$ cat src/rtl/spi_host_mode0.sv
// SPI mode 0 controller (CPOL=0, CPHA=0), MSB first, 8-bit frames.
// sclk/cs_n/mosi are divided down from clk; cs_n is held low across a burst until a byte marked last.
module spi_host_mode0 #(
  parameter int unsigned DIV_HALF = 4,
  parameter int unsigned CS_GAP   = 2
) (
  input  logic       clk,
  input  logic       rst_n,
  input  logic       tx_valid,
  output logic       tx_ready,
  input  logic [7:0] tx_data,
  input  logic       tx_last,
  output logic       rx_valid,
  output logic [7:0] rx_data,
  output logic       busy,
  output logic       sclk,
  output logic       cs_n,
  output logic       mosi,
  input  logic       miso
);

  localparam logic [7:0] DIV_LAST = 8'(DIV_HALF - 1);
  localparam logic [7:0] GAP_LAST = 8'(CS_GAP - 1);

  typedef enum logic [2:0] {
    ST_IDLE,
    ST_LOW,
    ST_HIGH,
    ST_WAIT,
    ST_HOLD,
    ST_GAP
  } state_t;

  state_t     r_state;
  logic [7:0] r_div;
  logic [2:0] r_bit;
  logic [7:0] r_tx_shift;
  logic [7:0] r_rx_shift;
  logic       r_last;
  logic       r_sclk;
  logic       r_cs_n;
  logic       r_mosi;
  logic       r_rx_valid;
  logic [7:0] r_rx_data;
  logic       r_busy;
  logic       r_tx_ready;

  always_ff @(posedge clk or negedge rst_n) begin
    if (!rst_n) begin
      r_state    <= ST_IDLE;
      r_div      <= '0;
      r_bit      <= '0;
      r_tx_shift <= '0;
      r_rx_shift <= '0;
      r_last     <= 1'b0;
      r_sclk     <= 1'b0;
      r_cs_n     <= 1'b1;
      r_mosi     <= 1'b0;
      r_rx_valid <= 1'b0;
      r_rx_data  <= '0;
      r_busy     <= 1'b0;
      r_tx_ready <= 1'b1;
    end else begin
      r_rx_valid <= 1'b0;
      case (r_state)
        // tx_ready is high in both of these states, so tx_valid alone is an accept
        ST_IDLE, ST_WAIT: begin
          if (tx_valid) begin
            r_tx_shift <= tx_data;
            r_last     <= tx_last;
            r_cs_n     <= 1'b0;
            r_mosi     <= tx_data[7];
            r_bit      <= '0;
            r_div      <= '0;
            r_tx_ready <= 1'b0;
            r_busy     <= 1'b1;
            r_state    <= ST_LOW;
          end
        end
        ST_LOW: begin
          if (r_div == DIV_LAST) begin
            r_div      <= '0;
            r_sclk     <= 1'b1;
            r_rx_shift <= {r_rx_shift[6:0], miso};
            r_state    <= ST_HIGH;
          end else begin
            r_div <= r_div + 8'd1;
          end
        end
        ST_HIGH: begin
          if (r_div == DIV_LAST) begin
            r_div  <= '0;
            r_sclk <= 1'b0;
            if (r_bit == 3'd7) begin
              r_rx_data  <= r_rx_shift;
              r_rx_valid <= 1'b1;
              if (r_last) begin
                r_state <= ST_HOLD;
              end else begin
                r_state    <= ST_WAIT;
                r_tx_ready <= 1'b1;
              end
            end else begin
              r_mosi     <= r_tx_shift[6];
              r_tx_shift <= {r_tx_shift[6:0], 1'b0};
              r_bit      <= r_bit + 3'd1;
              r_state    <= ST_LOW;
            end
          end else begin
            r_div <= r_div + 8'd1;
          end
        end
        ST_HOLD: begin
          if (r_div == DIV_LAST) begin
            r_div   <= '0;
            r_cs_n  <= 1'b1;
            r_mosi  <= 1'b0;
            r_state <= ST_GAP;
          end else begin
            r_div <= r_div + 8'd1;
          end
        end
        ST_GAP: begin
          if (r_div == GAP_LAST) begin
            r_div      <= '0;
            r_tx_ready <= 1'b1;
            r_busy     <= 1'b0;
            r_state    <= ST_IDLE;
          end else begin
            r_div <= r_div + 8'd1;
          end
        end
        default: r_state <= ST_IDLE;
      endcase
    end
  end

  assign tx_ready = r_tx_ready;
  assign rx_valid = r_rx_valid;
  assign rx_data  = r_rx_data;
  assign busy     = r_busy;
  assign sclk     = r_sclk;
  assign cs_n     = r_cs_n;
  assign mosi     = r_mosi;

endmodule
$ cat config.mk
export PLATFORM = sky130hd
export DESIGN_NAME = spi_host_mode0
export DESIGN_NICKNAME = d
export VERILOG_FILES = /design/src/rtl/spi_host_mode0.sv
export SDC_FILE = /design/constraint.sdc
export NUM_CORES = 1
export LEC_CHECK = 0
export CAP_MARGIN = 5
export CORE_MARGIN = 5
export CORE_UTILIZATION = 55
export CTS_CLUSTER_SIZE = 25
export DETAILED_ROUTE_END_ITERATION = 10
export HOLD_SLACK_MARGIN = 0.03
export PLACE_DENSITY = 0.82
export SKIP_CTS_REPAIR_TIMING = 1
export SYNTH_ARGS = -nofsm -noshare
export SYNTH_HDL_FRONTEND = slang
export SYNTH_SLANG_ARGS = --single-unit
$ cat constraint.sdc
create_clock -name clk -period 2.43 [get_ports clk]
set_input_delay 0.486 -clock clk [delete_from_list [all_inputs] [get_ports clk]]
set_output_delay 0.486 -clock clk [all_outputs]
set_load 0.01 [all_outputs]
==> flow_summary.toml <==
[worst_hold_path]
hp-class = "input port to async pin"

[drt]
routed_wl_um = 4579
drtPass1Iterations = 4
vias_per_cell = 5.666
ant_nets = 0
first_iter_violations = 158
via_count = 1694
wl_per_cell_um = 15.31
drc_errors = 0

[synth]
syn_inst = 214
synth_area_um2 = 2175
yosysTopAreaCell = "dfrtp_1"
avgSynthCellArea_um2 = 10.16
syn-num-nets = 231
synth_compound_area_share_pct = 14.90
synth_seq_cells = 44
synth_cell_type_count = 45
synth-simple-area-share_pct = 17.95
yosysWarnings = 0
synth.top_cells.by_area = "dfrtp_1 48%, mux2_2 8.3%, nand2_1 6.0%"
synth_fa_ha_area_share_pct = 2.301
ys_async_sr_fraction_pct = 100.0
ys_seq_area_share_pct = 50.75
synth_top_family_by_area = "simple AND/OR/NAND/NOR gates"
synth_mux_area_share_pct = 9.896
synth_xor_area_share_pct = 0.8055
synthFlopType = "dfrtp_1"
synth_edf_count = 0
synth_top_area_share_pct = 48.33

[critical_path]
worstPathRequired_ps = 2620
cp-start-kind = "flip-flop"
crit_arrival_ps = 2470
setup.worst_path.end_class = "flip-flop"
r2r_cells = 6
crit_type = "flip-flop to flip-flop"
cp_max_fo = 13

[global_routing]
grt_antenna_before_repair = 0
grt_pass1_wl_um = 7790
gr-total-overflow = 0
grt_pass1_vias = 1666
grt_max_degree = 18
grtUsageTotal_pct = 19.33

[clocking]
cts_max_level = 2
numCtsBuffers = 5
cts.path.max_buffers = 2
worstSkewPairLatency_ps = 300
cts.sinks = 44
cts_tree = "built"
cts.clk_slew.worst_paths_ps = 80
clockRootBuffer = "clkbuf_8"

[sta]
setup_tns_ps = 0
finClkSkew_ps = 1.864
worst_pin_slew_ps = 898.8
setup_violations = 0
rsz0062_at_grt = "no"
worst_slack_ps = 151.1
slew_violations = 0
slew_headroom_pct = 39.86
hold_viol = 0
timing.fmax_mhz = 438.8
finalCritPeriodShare_pct = 93.78
finalCriticalPeriod_ps = 2279

[place]
dp_hpwl_um = 3234
gp_congestion = 0.9349
place_inst = 291
port_buffers = 26
pre_cts_slack_ps = 178.3

[run]
maxCapViolations = 0

[floorplan]
ios = 27
initial_core_util_pct = 58.09
die_w_um = 72.88
die_area_um2 = 5311
core_area_um2 = 3744
rows = 22
die_height_um = 72.88

[final_layout]
num_antenna_cells = 0
fin_cells = 299
fin_nets = 267
drive_gt1_share_pct = 18.33
mostFrequentLayoutCells = "42 x dfrtp_1, 35 x nand2_1, 25 x clkdlybuf4s50_1"
layout_commonest_cell = "dfrtp_1"
areaGrowthSynthToFinish_pct = 20.77
fillCellCount = 306

[power]
p_leak_nw = 1.215
vdd_drop_max_mv = 0.4077
p_per_area_nw_per_um2 = 495.7

[run_status]
status = "finished, final reports clean"
layer usage:
metal	wire length [um]	share of wire, %	global-route usage [%]
met2	2198	48	30.66
met1	2100	46	25.44
met3	199	4.3	4.545
met4	80	1.7	7.992
met5	0	0	0
worst max-delay path, cell delays in order (launching register included):
cell and delay (ps):
dfrtp_1 480, nor4_4 450, nand3_2 240, a211oi_4 380
buf_4 260, nor3_1 80, a211o_1 270
state kept, by name (all words and copies together), names as in the netlist:
register / cells
tx_ready: 1
r_state: 3
busy: 1
cs_n: 1
r_div: 8
rx_data: 8
mosi: 1
r_bit: 3
rx_valid: 1
r_tx_shift: 7
sclk: 1
r_rx_shift: 8
r_last: 1
cell families after synthesis:
kind of cell / Yosys count
flops: 44
compound gates: 49
mux: 19
simple gates: 80
fa+ha+maj: 4
buf+inv: 16
xor+xnor: 2
where the power goes:
group / leakage (nW) / switching, mW / internal (mW)
Combinational: 0.607 / 0.0338 / 0.0336
Sequential: 0.564 / 0.00950 / 0.738
Clock: 0.0434 / 0.257 / 0.230
path summary, 6_finish.rpt:
kind	to	slack [ps]	start
setup / recovery	r_div[3]$_DFFE_PN0P_	150	r_div[3]$_DFFE_PN0P_
hold / removal	r_div[6]$_DFFE_PN0P_	80	rst_n
setup reg to reg	r_div[3]$_DFFE_PN0P_	150	r_div[3]$_DFFE_PN0P_
hold reg to reg	r_rx_shift[7]$_DFFE_PN0P_	510	r_rx_shift[7]$_DFFE_PN0P_
max in group asynchronous	cs_n$_DFFE_PN1P_	1760	rst_n
min in group clk	r_rx_shift[7]$_DFFE_PN0P_	510	r_rx_shift[7]$_DFFE_PN0P_
layout make-up:
type / count / area, um^2 / share of cell area [%]
flip-flops and latches: 44 / 1104 / 42.02
multi-input cells: 154 / 997.2 / 37.97
repair buffers: 37 / 337.8 / 12.86
clock buffers: 6 / 82.58 / 3.144
well taps: 48 / 60.06 / 2.287
inverters: 8 / 30.03 / 1.143
clock inverters: 2 / 15.01 / 0.5717
stage by stage:
| step | power, mW | utilization, % | hold WS, ps | cell area (um^2) |
|---|---|---|---|---|
| detailed placement | 0.8308 | 67.55 | 416.7 | 2529 |
| finish | 1.302 | 70.15 | 79.92 | 2626 |
| global placement | 0.8288 | 67.55 | 404.8 | 2529 |
| global route | 1.358 | 70.15 | 90.27 | 2626 |
| floorplan | 0.7850 | - | 190.4 | 2175 |
| CTS | 1.315 | 70.15 | 87.57 | 2626 |
synthesized netlist by cell type, types with 2 or more instances:
library cell,number
nand2_1,35
nor3b_1,2
a21o_1,5
buf_2,2
nor2b_1,3
o22ai_1,3
clkbuf_1,3
ha_1,4
a2bb2oi_1,2
mux2i_1,2
o21ai_1,2
nor2_1,15
nor3_1,5
a31oi_1,8
nand2b_1,2
dfrtp_1,42
inv_1,8
o21ai_0,13
a21oi_1,7
xnor2_1,2
nand3_1,8
dfstp_2,2
mux2_2,16
and3_1,2
No activity file was read; power rests on OpenSTA's default activity.
